==> src/rtl/cache_assoc_wb.sv <==
// cache_assoc_wb: N-way set-associative, write-back, write-allocate cache
// controller with one word per line, a req/ack memory port and a flush mode.
//
// Ports
//   clock, reset_n         : rising-edge clock, asynchronous active-low reset
//   cpu_req/cpu_we         : CPU request (held until cpu_done) and direction
//   cpu_addr/cpu_wdata     : CPU word address and write data
//   cpu_rdata/cpu_done/hit : read data, completion pulse, hit flag of the access
//   write_back             : pulse when a dirty-line write to memory is acknowledged
//   busy                   : high in every state except IDLE
//   flush/flush_done       : start a write-back of all dirty lines / end pulse
//   mem_req/mem_we         : memory request (held until mem_ack), 1 = write-back
//   mem_addr/mem_wdata     : memory word address and write-back data
//   mem_rdata/mem_ack      : refill data and acknowledge
module cache_assoc_wb #(
  parameter int unsigned ADDR_W = 5,
  parameter int unsigned DATA_W = 3,
  parameter int unsigned SETS   = 4,
  parameter int unsigned WAYS   = 2
) (
  input  logic              clock,
  input  logic              reset_n,
  input  logic              cpu_req,
  input  logic              cpu_we,
  input  logic [ADDR_W-1:0] cpu_addr,
  input  logic [DATA_W-1:0] cpu_wdata,
  output logic [DATA_W-1:0] cpu_rdata,
  output logic              cpu_done,
  output logic              hit,
  output logic              write_back,
  output logic              busy,
  input  logic              flush,
  output logic              flush_done,
  output logic              mem_req,
  output logic              mem_we,
  output logic [ADDR_W-1:0] mem_addr,
  output logic [DATA_W-1:0] mem_wdata,
  input  logic [DATA_W-1:0] mem_rdata,
  input  logic              mem_ack
);

  localparam int unsigned IDX_W  = $clog2(SETS);
  localparam int unsigned TAG_W  = ADDR_W - IDX_W;
  localparam int unsigned WAY_W  = $clog2(WAYS);
  localparam int unsigned SCAN_W = IDX_W + WAY_W;

  typedef enum logic [2:0] {
    S_IDLE, S_LOOKUP, S_WRITEBACK, S_REFILL, S_RESPOND, S_FLUSH_SCAN, S_FLUSH_WB
  } state_e;

  state_e state_q, state_d;

  // Latched request
  logic              req_we_q, req_we_d;
  logic [ADDR_W-1:0] req_addr_q, req_addr_d;
  logic [DATA_W-1:0] req_wdata_q, req_wdata_d;
  logic              lk_hit_q, lk_hit_d;
  logic [WAY_W-1:0]  way_q, way_d;     // hit way after accept, victim way after a miss
  logic [SCAN_W-1:0] scan_q, scan_d;   // flush pointer {set, way}

  // Line state
  logic [WAYS-1:0]   valid_q [SETS];
  logic [WAYS-1:0]   valid_d [SETS];
  logic [WAYS-1:0]   dirty_q [SETS];
  logic [WAYS-1:0]   dirty_d [SETS];
  logic [WAY_W-1:0]  age_q   [SETS][WAYS];
  logic [WAY_W-1:0]  age_d   [SETS][WAYS];
  logic [WAY_W-1:0]  age_rst [SETS][WAYS];
  logic [TAG_W-1:0]  tag_q   [SETS][WAYS];
  logic [TAG_W-1:0]  tag_d   [SETS][WAYS];
  logic [DATA_W-1:0] data_q  [SETS][WAYS];
  logic [DATA_W-1:0] data_d  [SETS][WAYS];

  // Registered outputs
  logic [DATA_W-1:0] cpu_rdata_q, cpu_rdata_d;
  logic              cpu_done_q, cpu_done_d;
  logic              hit_q, hit_d;
  logic              write_back_q, write_back_d;
  logic              busy_q, busy_d;
  logic              flush_done_q, flush_done_d;
  logic              mem_req_q, mem_req_d;
  logic              mem_we_q, mem_we_d;
  logic [ADDR_W-1:0] mem_addr_q, mem_addr_d;
  logic [DATA_W-1:0] mem_wdata_q, mem_wdata_d;

  // Combinational helpers
  logic [IDX_W-1:0]  cpu_idx_c, req_idx_c, scan_set_c;
  logic [TAG_W-1:0]  cpu_tag_c, req_tag_c;
  logic [WAY_W-1:0]  scan_way_c, acc_way_c, vic_way_c;
  logic              acc_hit_c, vic_free_c, ack_c;
  logic              lru_en;
  logic [IDX_W-1:0]  lru_idx;
  logic [WAY_W-1:0]  lru_way;

  assign cpu_idx_c  = cpu_addr[IDX_W-1:0];
  assign cpu_tag_c  = cpu_addr[ADDR_W-1:IDX_W];
  assign req_idx_c  = req_addr_q[IDX_W-1:0];
  assign req_tag_c  = req_addr_q[ADDR_W-1:IDX_W];
  assign scan_set_c = scan_q[SCAN_W-1:WAY_W];
  assign scan_way_c = scan_q[WAY_W-1:0];
  // An acknowledge only counts while a request is outstanding
  assign ack_c      = mem_ack & mem_req_q;

  // Reset ages: way w starts at age w
  always_comb begin
    for (int unsigned s = 0; s < SETS; s++) begin
      for (int unsigned w = 0; w < WAYS; w++) begin
        age_rst[s][w] = WAY_W'(w);
      end
    end
  end

  // Tag compare on the incoming address, so a hit can complete in LOOKUP
  always_comb begin
    acc_hit_c = 1'b0;
    acc_way_c = '0;
    for (int unsigned w = 0; w < WAYS; w++) begin
      if (!acc_hit_c && valid_q[cpu_idx_c][w] && (tag_q[cpu_idx_c][w] == cpu_tag_c)) begin
        acc_hit_c = 1'b1;
        acc_way_c = WAY_W'(w);
      end
    end
  end

  // Victim: lowest-index invalid way, otherwise the oldest way
  always_comb begin
    vic_free_c = 1'b0;
    vic_way_c  = '0;
    for (int unsigned w = 0; w < WAYS; w++) begin
      if (!vic_free_c && !valid_q[req_idx_c][w]) begin
        vic_free_c = 1'b1;
        vic_way_c  = WAY_W'(w);
      end
    end
    if (!vic_free_c) begin
      for (int unsigned w = 0; w < WAYS; w++) begin
        if (age_q[req_idx_c][w] == WAY_W'(WAYS-1)) vic_way_c = WAY_W'(w);
      end
    end
  end

  // Next-state, array update and registered-output logic
  always_comb begin
    state_d      = state_q;
    req_we_d     = req_we_q;
    req_addr_d   = req_addr_q;
    req_wdata_d  = req_wdata_q;
    lk_hit_d     = lk_hit_q;
    way_d        = way_q;
    scan_d       = scan_q;
    valid_d      = valid_q;
    dirty_d      = dirty_q;
    age_d        = age_q;
    tag_d        = tag_q;
    data_d       = data_q;
    cpu_rdata_d  = cpu_rdata_q;
    cpu_done_d   = 1'b0;
    hit_d        = hit_q;
    write_back_d = 1'b0;
    flush_done_d = 1'b0;
    mem_req_d    = mem_req_q;
    mem_we_d     = mem_we_q;
    mem_addr_d   = mem_addr_q;
    mem_wdata_d  = mem_wdata_q;
    lru_en       = 1'b0;
    lru_idx      = req_idx_c;
    lru_way      = way_q;

    case (state_q)
      S_IDLE: begin
        if (flush) begin
          scan_d  = '0;
          state_d = S_FLUSH_SCAN;
        end else if (cpu_req) begin
          req_we_d    = cpu_we;
          req_addr_d  = cpu_addr;
          req_wdata_d = cpu_wdata;
          lk_hit_d    = acc_hit_c;
          way_d       = acc_way_c;
          state_d     = S_LOOKUP;
          // Hit response is registered here so it is visible during LOOKUP
          if (acc_hit_c) begin
            cpu_done_d = 1'b1;
            hit_d      = 1'b1;
            if (!cpu_we) cpu_rdata_d = data_q[cpu_idx_c][acc_way_c];
          end
        end
      end

      S_LOOKUP: begin
        if (lk_hit_q) begin
          if (req_we_q) begin
            data_d[req_idx_c][way_q]  = req_wdata_q;
            dirty_d[req_idx_c][way_q] = 1'b1;
          end
          lru_en  = 1'b1;
          state_d = S_IDLE;
        end else begin
          way_d     = vic_way_c;
          mem_req_d = 1'b1;
          if (valid_q[req_idx_c][vic_way_c] && dirty_q[req_idx_c][vic_way_c]) begin
            mem_we_d    = 1'b1;
            mem_addr_d  = {tag_q[req_idx_c][vic_way_c], req_idx_c};
            mem_wdata_d = data_q[req_idx_c][vic_way_c];
            state_d     = S_WRITEBACK;
          end else begin
            mem_we_d   = 1'b0;
            mem_addr_d = req_addr_q;
            state_d    = S_REFILL;
          end
        end
      end

      S_WRITEBACK: begin
        if (ack_c) begin
          write_back_d              = 1'b1;
          dirty_d[req_idx_c][way_q] = 1'b0;
          mem_we_d                  = 1'b0;
          mem_addr_d                = req_addr_q;
          state_d                   = S_REFILL;
        end
      end

      S_REFILL: begin
        if (ack_c) begin
          mem_req_d                 = 1'b0;
          mem_we_d                  = 1'b0;
          data_d[req_idx_c][way_q]  = mem_rdata;
          tag_d[req_idx_c][way_q]   = req_tag_c;
          valid_d[req_idx_c][way_q] = 1'b1;
          dirty_d[req_idx_c][way_q] = 1'b0;
          cpu_done_d                = 1'b1;
          hit_d                     = 1'b0;
          if (!req_we_q) cpu_rdata_d = mem_rdata;
          state_d                   = S_RESPOND;
        end
      end

      S_RESPOND: begin
        if (req_we_q) begin
          data_d[req_idx_c][way_q]  = req_wdata_q;
          dirty_d[req_idx_c][way_q] = 1'b1;
        end
        lru_en  = 1'b1;
        state_d = S_IDLE;
      end

      S_FLUSH_SCAN: begin
        if (valid_q[scan_set_c][scan_way_c] && dirty_q[scan_set_c][scan_way_c]) begin
          mem_req_d   = 1'b1;
          mem_we_d    = 1'b1;
          mem_addr_d  = {tag_q[scan_set_c][scan_way_c], scan_set_c};
          mem_wdata_d = data_q[scan_set_c][scan_way_c];
          state_d     = S_FLUSH_WB;
        end else if (&scan_q) begin
          flush_done_d = 1'b1;
          state_d      = S_IDLE;
        end else begin
          scan_d = scan_q + SCAN_W'(1);
        end
      end

      S_FLUSH_WB: begin
        if (ack_c) begin
          mem_req_d                      = 1'b0;
          mem_we_d                       = 1'b0;
          write_back_d                   = 1'b1;
          dirty_d[scan_set_c][scan_way_c] = 1'b0;
          if (&scan_q) begin
            flush_done_d = 1'b1;
            state_d      = S_IDLE;
          end else begin
            scan_d  = scan_q + SCAN_W'(1);
            state_d = S_FLUSH_SCAN;
          end
        end
      end

      default: state_d = S_IDLE;
    endcase

    // LRU: accessed way becomes youngest, younger ways age by one
    if (lru_en) begin
      for (int unsigned w = 0; w < WAYS; w++) begin
        if (WAY_W'(w) == lru_way) begin
          age_d[lru_idx][w] = '0;
        end else if (age_q[lru_idx][w] < age_q[lru_idx][lru_way]) begin
          age_d[lru_idx][w] = age_q[lru_idx][w] + WAY_W'(1);
        end
      end
    end

    busy_d = (state_d != S_IDLE);
  end

  // Control state, line status and outputs
  always_ff @(posedge clock or negedge reset_n) begin
    if (!reset_n) begin
      state_q      <= S_IDLE;
      req_we_q     <= 1'b0;
      req_addr_q   <= '0;
      req_wdata_q  <= '0;
      lk_hit_q     <= 1'b0;
      way_q        <= '0;
      scan_q       <= '0;
      valid_q      <= '{default: '0};
      dirty_q      <= '{default: '0};
      age_q        <= age_rst;
      cpu_rdata_q  <= '0;
      cpu_done_q   <= 1'b0;
      hit_q        <= 1'b0;
      write_back_q <= 1'b0;
      busy_q       <= 1'b0;
      flush_done_q <= 1'b0;
      mem_req_q    <= 1'b0;
      mem_we_q     <= 1'b0;
      mem_addr_q   <= '0;
      mem_wdata_q  <= '0;
    end else begin
      state_q      <= state_d;
      req_we_q     <= req_we_d;
      req_addr_q   <= req_addr_d;
      req_wdata_q  <= req_wdata_d;
      lk_hit_q     <= lk_hit_d;
      way_q        <= way_d;
      scan_q       <= scan_d;
      valid_q      <= valid_d;
      dirty_q      <= dirty_d;
      age_q        <= age_d;
      cpu_rdata_q  <= cpu_rdata_d;
      cpu_done_q   <= cpu_done_d;
      hit_q        <= hit_d;
      write_back_q <= write_back_d;
      busy_q       <= busy_d;
      flush_done_q <= flush_done_d;
      mem_req_q    <= mem_req_d;
      mem_we_q     <= mem_we_d;
      mem_addr_q   <= mem_addr_d;
      mem_wdata_q  <= mem_wdata_d;
    end
  end

  // Tag and data arrays are not reset
  always_ff @(posedge clock) begin
    tag_q  <= tag_d;
    data_q <= data_d;
  end

  assign cpu_rdata  = cpu_rdata_q;
  assign cpu_done   = cpu_done_q;
  assign hit        = hit_q;
  assign write_back = write_back_q;
  assign busy       = busy_q;
  assign flush_done = flush_done_q;
  assign mem_req    = mem_req_q;
  assign mem_we     = mem_we_q;
  assign mem_addr   = mem_addr_q;
  assign mem_wdata  = mem_wdata_q;

endmodule

==> config.mk <==
export PLATFORM = sky130hd
export DESIGN_NAME = cache_assoc_wb
export DESIGN_NICKNAME = d
export VERILOG_FILES = /design/src/rtl/cache_assoc_wb.sv
export SDC_FILE = /design/constraint.sdc
export NUM_CORES = 1
export LEC_CHECK = 0
export CAP_MARGIN = 15
export CORE_ASPECT_RATIO = 1.25
export CORE_UTILIZATION = 50
export DETAILED_ROUTE_END_ITERATION = 6
export PLACE_DENSITY = 0.69
export SLEW_MARGIN = 20
export SYNTH_ARGS = -nofsm -noshare
export SYNTH_HDL_FRONTEND = slang
export SYNTH_SLANG_ARGS = --single-unit
==> constraint.sdc <==
create_clock -name clock -period 3.4 [get_ports clock]
set_clock_uncertainty 0.2 [all_clocks]
set_input_delay 0.68 -clock clock [delete_from_list [all_inputs] [get_ports clock]]
set_output_delay 0.68 -clock clock [all_outputs]
set_load 0.005 [all_outputs]
==> results.toml <==
[status]
status = "complete, no violations"

[routing]
viasPerCell = 6.21
wl_mm = 15.1
drt_iter0_markers = 412
drc_errors = 0
avgRoutedWirePerCell_um = 21.0
drtPass1Iterations = 5
route.vias.total = 4479
ant_nets = 0

[floorplanning]
row_count = 44
ios = 35
die_h_um = 125
die_w_um = 100
floorplan.initialDensity_pct = 51.7
core_um2 = 11700
die_area_um2 = 12500

[timing]
worstMarginPinSlew_ps = 860
whs_ps = 280
hold_viol = 0
setup_slack_ps = 482
setup_viol = 0
max_clock_freq_mhz = 343
relSlewSlack_pct = 42.6
rsz0062_at_grt = "no"
min_period_ps = 2920
tns_ps = 0
finalMaxSlewViolations = 0
fin_crit_sh_pct = 85.8

[hold_path]
min_path_type = "reg2reg"
holdCritStartpoint = "mem_addr[0]"

[clock_tree]
clk_path_buf_depth = 2
post_cts_buffers = 0
htreeDepth = 3
cts_inserted_buffers = 9
hold_buffers = 0
cts_resized = 0
cts_tree = "yes"
numClockSinks = 107
cts_root_buf = "clkbuf_16"
path_clk_slew_ps = 70
insertion_delay_ps = 360

[setup_path]
path_depth = 7
cp-endpoint = "cpu_rdata[0]"
path_delay_family = "multiplexers"
cp-end-kind = "register"
crit_chain = "clkdlybuf4s50_1 -> mux4_2 -> xor2_1 -> nor2_1 -> o2bb2ai_1 -> o221ai_2 -> mux2_2"
r2r_setup_slack_ps = 650
slowest_stage = "clkdlybuf4s50_1"
path_max_fanout = 5
critPathArrivalTime_ps = 2960
worstReg2RegEnd = "busy"
crit_type = "in2reg"
slowest_delay_ps = 640
path_buf_inv = 1
critPathLaunch = "cpu_addr[0]"
cp.required_ps = 3450
rr_worst_depth = 4
critPathLaunchType = "input pin"
r2r_start = "scan_q[0]"

[pwr]
clkPwrFrac_pct = 20.4
intPower_mw = 3.14
comb_power_share_pct = 40.4
peakVddDrop_mv = 0.366
powerDensity_nw_per_um2 = 747
p_sw_mw = 1.99
swShare_pct = 38.8
p_seq_share_pct = 39.2
p_leak_nw = 2.66

[global_route]
grt_antenna_before_repair = 0
grt_pass1_vias = 4473
use_met1_pct = 33.3
met3_usage_pct = 3.76
grt_max_degree = 60
grt.busiest_layer = "met2"
use_met2_pct = 41.7
grt.overflow.total = 0
grt_pass1_wl_mm = 24.1
grt_util_all_layers_pct = 25.6

[synth]
synthArstFlopShare_pct = 55.1
synthFlopType = "dfrtp_1"
synth_edf_count = 48
yosysUniqueCellTypes = 59
yosysSeqAreaShare_pct = 48.4
synth_top_area_share_pct = 23.9
netlist_area_um2 = 6040
netlist_instances = 527
syn_nets = 546
synth_area_leaders = "edfxtp_1 (24%), dfrtp_1 (23%), mux4_2 (15%)"
ys_seq_elements = 107
yosysTopAreaCell = "edfxtp_1"
syn_area_per_cell_um2 = 11.5
yosysWarnings = 0

[cells_and_area]
drive_gt1_share_pct = 19.5
fillCellCount = 969
layout.nets = 574
diodes = 0
post-route-util_pct = 58.7
synthToLayoutAreaGrowth_pct = 13.5

[flow_run]
max-cap-violations = 0

[placement]
portBuffers = 34
gp_congestion = 0.900
pre_cts_ws_ps = 86.0
dp_hpwl_mm = 11.0
[per-stage QoR]
step	instance area [µm²]	instances	power, mW
3_5_place_dp	6560	705	4.08
3_3_place_gp	6560	705	4.02
4_1_cts	6860	721	5.12
5_1_grt	6860	721	5.40
2_1_floorplan	6040	527	3.36
6_report	6860	721	5.12
[worst min-delay path: cells and delay by family, from the launching register on]
kind	cells	cell delay [ps]
compound gates	1	60
flops	1	340
simple gates	1	50
[metal layers]
layer | vias to the layer above | part of all wire (%)
met2 | 190 | 51
li1 | 2023 | -
met1 | 2233 | 41
met3 | 33 | 6.0
met5 | - | 0
met4 | 0 | 2.8
[power groups by stage]
stage               Sequential, mW  Combinational, mW  Clock, mW
finish                        2.01               2.07       1.04
global route                  2.05               2.25       1.10
CTS                           2.00               2.06       1.06
detailed placement            2.02               2.05          0
global placement              2.01               2.01          0
floorplan                     1.83               1.53          0
[cell type report]
type	instances	area [µm²]	area share [%]
Timing Repair Buffer	51	475	6.93
Sequential cell	107	2920	42.6
Tap cell	161	201	2.94
Inverter	5	18.8	0.274
Multi-Input combinational cell	381	2950	43.0
Clock inverter	7	67.6	0.985
Clock buffer	9	225	3.28
[flip-flops by register name, indices dropped and copies added (netlist names), 5 cells and up]
| signal | count |
|---|---|
| mem_addr | 5 |
| dirty_q | 8 |
| tag_q | 24 |
| req_addr_q | 5 |
| valid_q | 8 |
| age_q | 8 |
| data_q | 24 |
[how the worst min path moves through the flow]
stage | endpoint | slack, ps | cells past startpoint
finish | mem_addr[0] | 280 | 2
global route | age_q[1] | 300 | 1
CTS | mem_addr[0] | 290 | 2
detailed placement | mem_addr[0] | 270 | 2
global placement | hit | 270 | 2
floorplan | age_q[1] | 180 | 0
[synthesized netlist by cell type, drive strengths merged, types with 5 or more instances]
cell type,n
nor3,7
nor2,59
inv,5
o21ai,34
mux2,12
a21oi,41
or2,12
nor2b,7
mux4,41
nand2,64
nand3b,5
a31oi,7
mux2i,20
clkbuf,23
nand3,6
nand2b,6
edfxtp,48
dfrtp,55
buf,11
[logic make-up (layout without fill, tap and decap cells)]
group	after synthesis	after routing	synth area share (%)
xor+xnor	8	8	1.16
fa+ha+maj	2	2	0.414
buf+inv	39	72	2.84
flops	107	107	48.4
mux	73	73	21.0
compound gates	113	113	11.7
simple gates	185	185	14.5
[placed cells by master (no fill, tap or decap), types with 4 or more instances in the layout]
cell type / n
mux2_2: 11
buf_4: 16
edfxtp_1: 48
nor2_1: 59
a2bb2oi_1: 4
dfrtp_1: 55
nor3_1: 7
dfstp_2: 4
nand3_1: 5
inv_1: 5
o21ai_0: 33
or2_2: 12
xor2_1: 4
nor2b_1: 7
a31oi_1: 7
mux2i_1: 20
a211oi_1: 4
a21oi_1: 38
clkbuf_16: 9
clkinv_2: 4
nand2_1: 64
clkdlybuf4s50_1: 33
xnor2_1: 4
nand3b_1: 5
nand2b_1: 6
mux4_2: 39
and3_1: 4
Power figures use the tool's default switching activity.
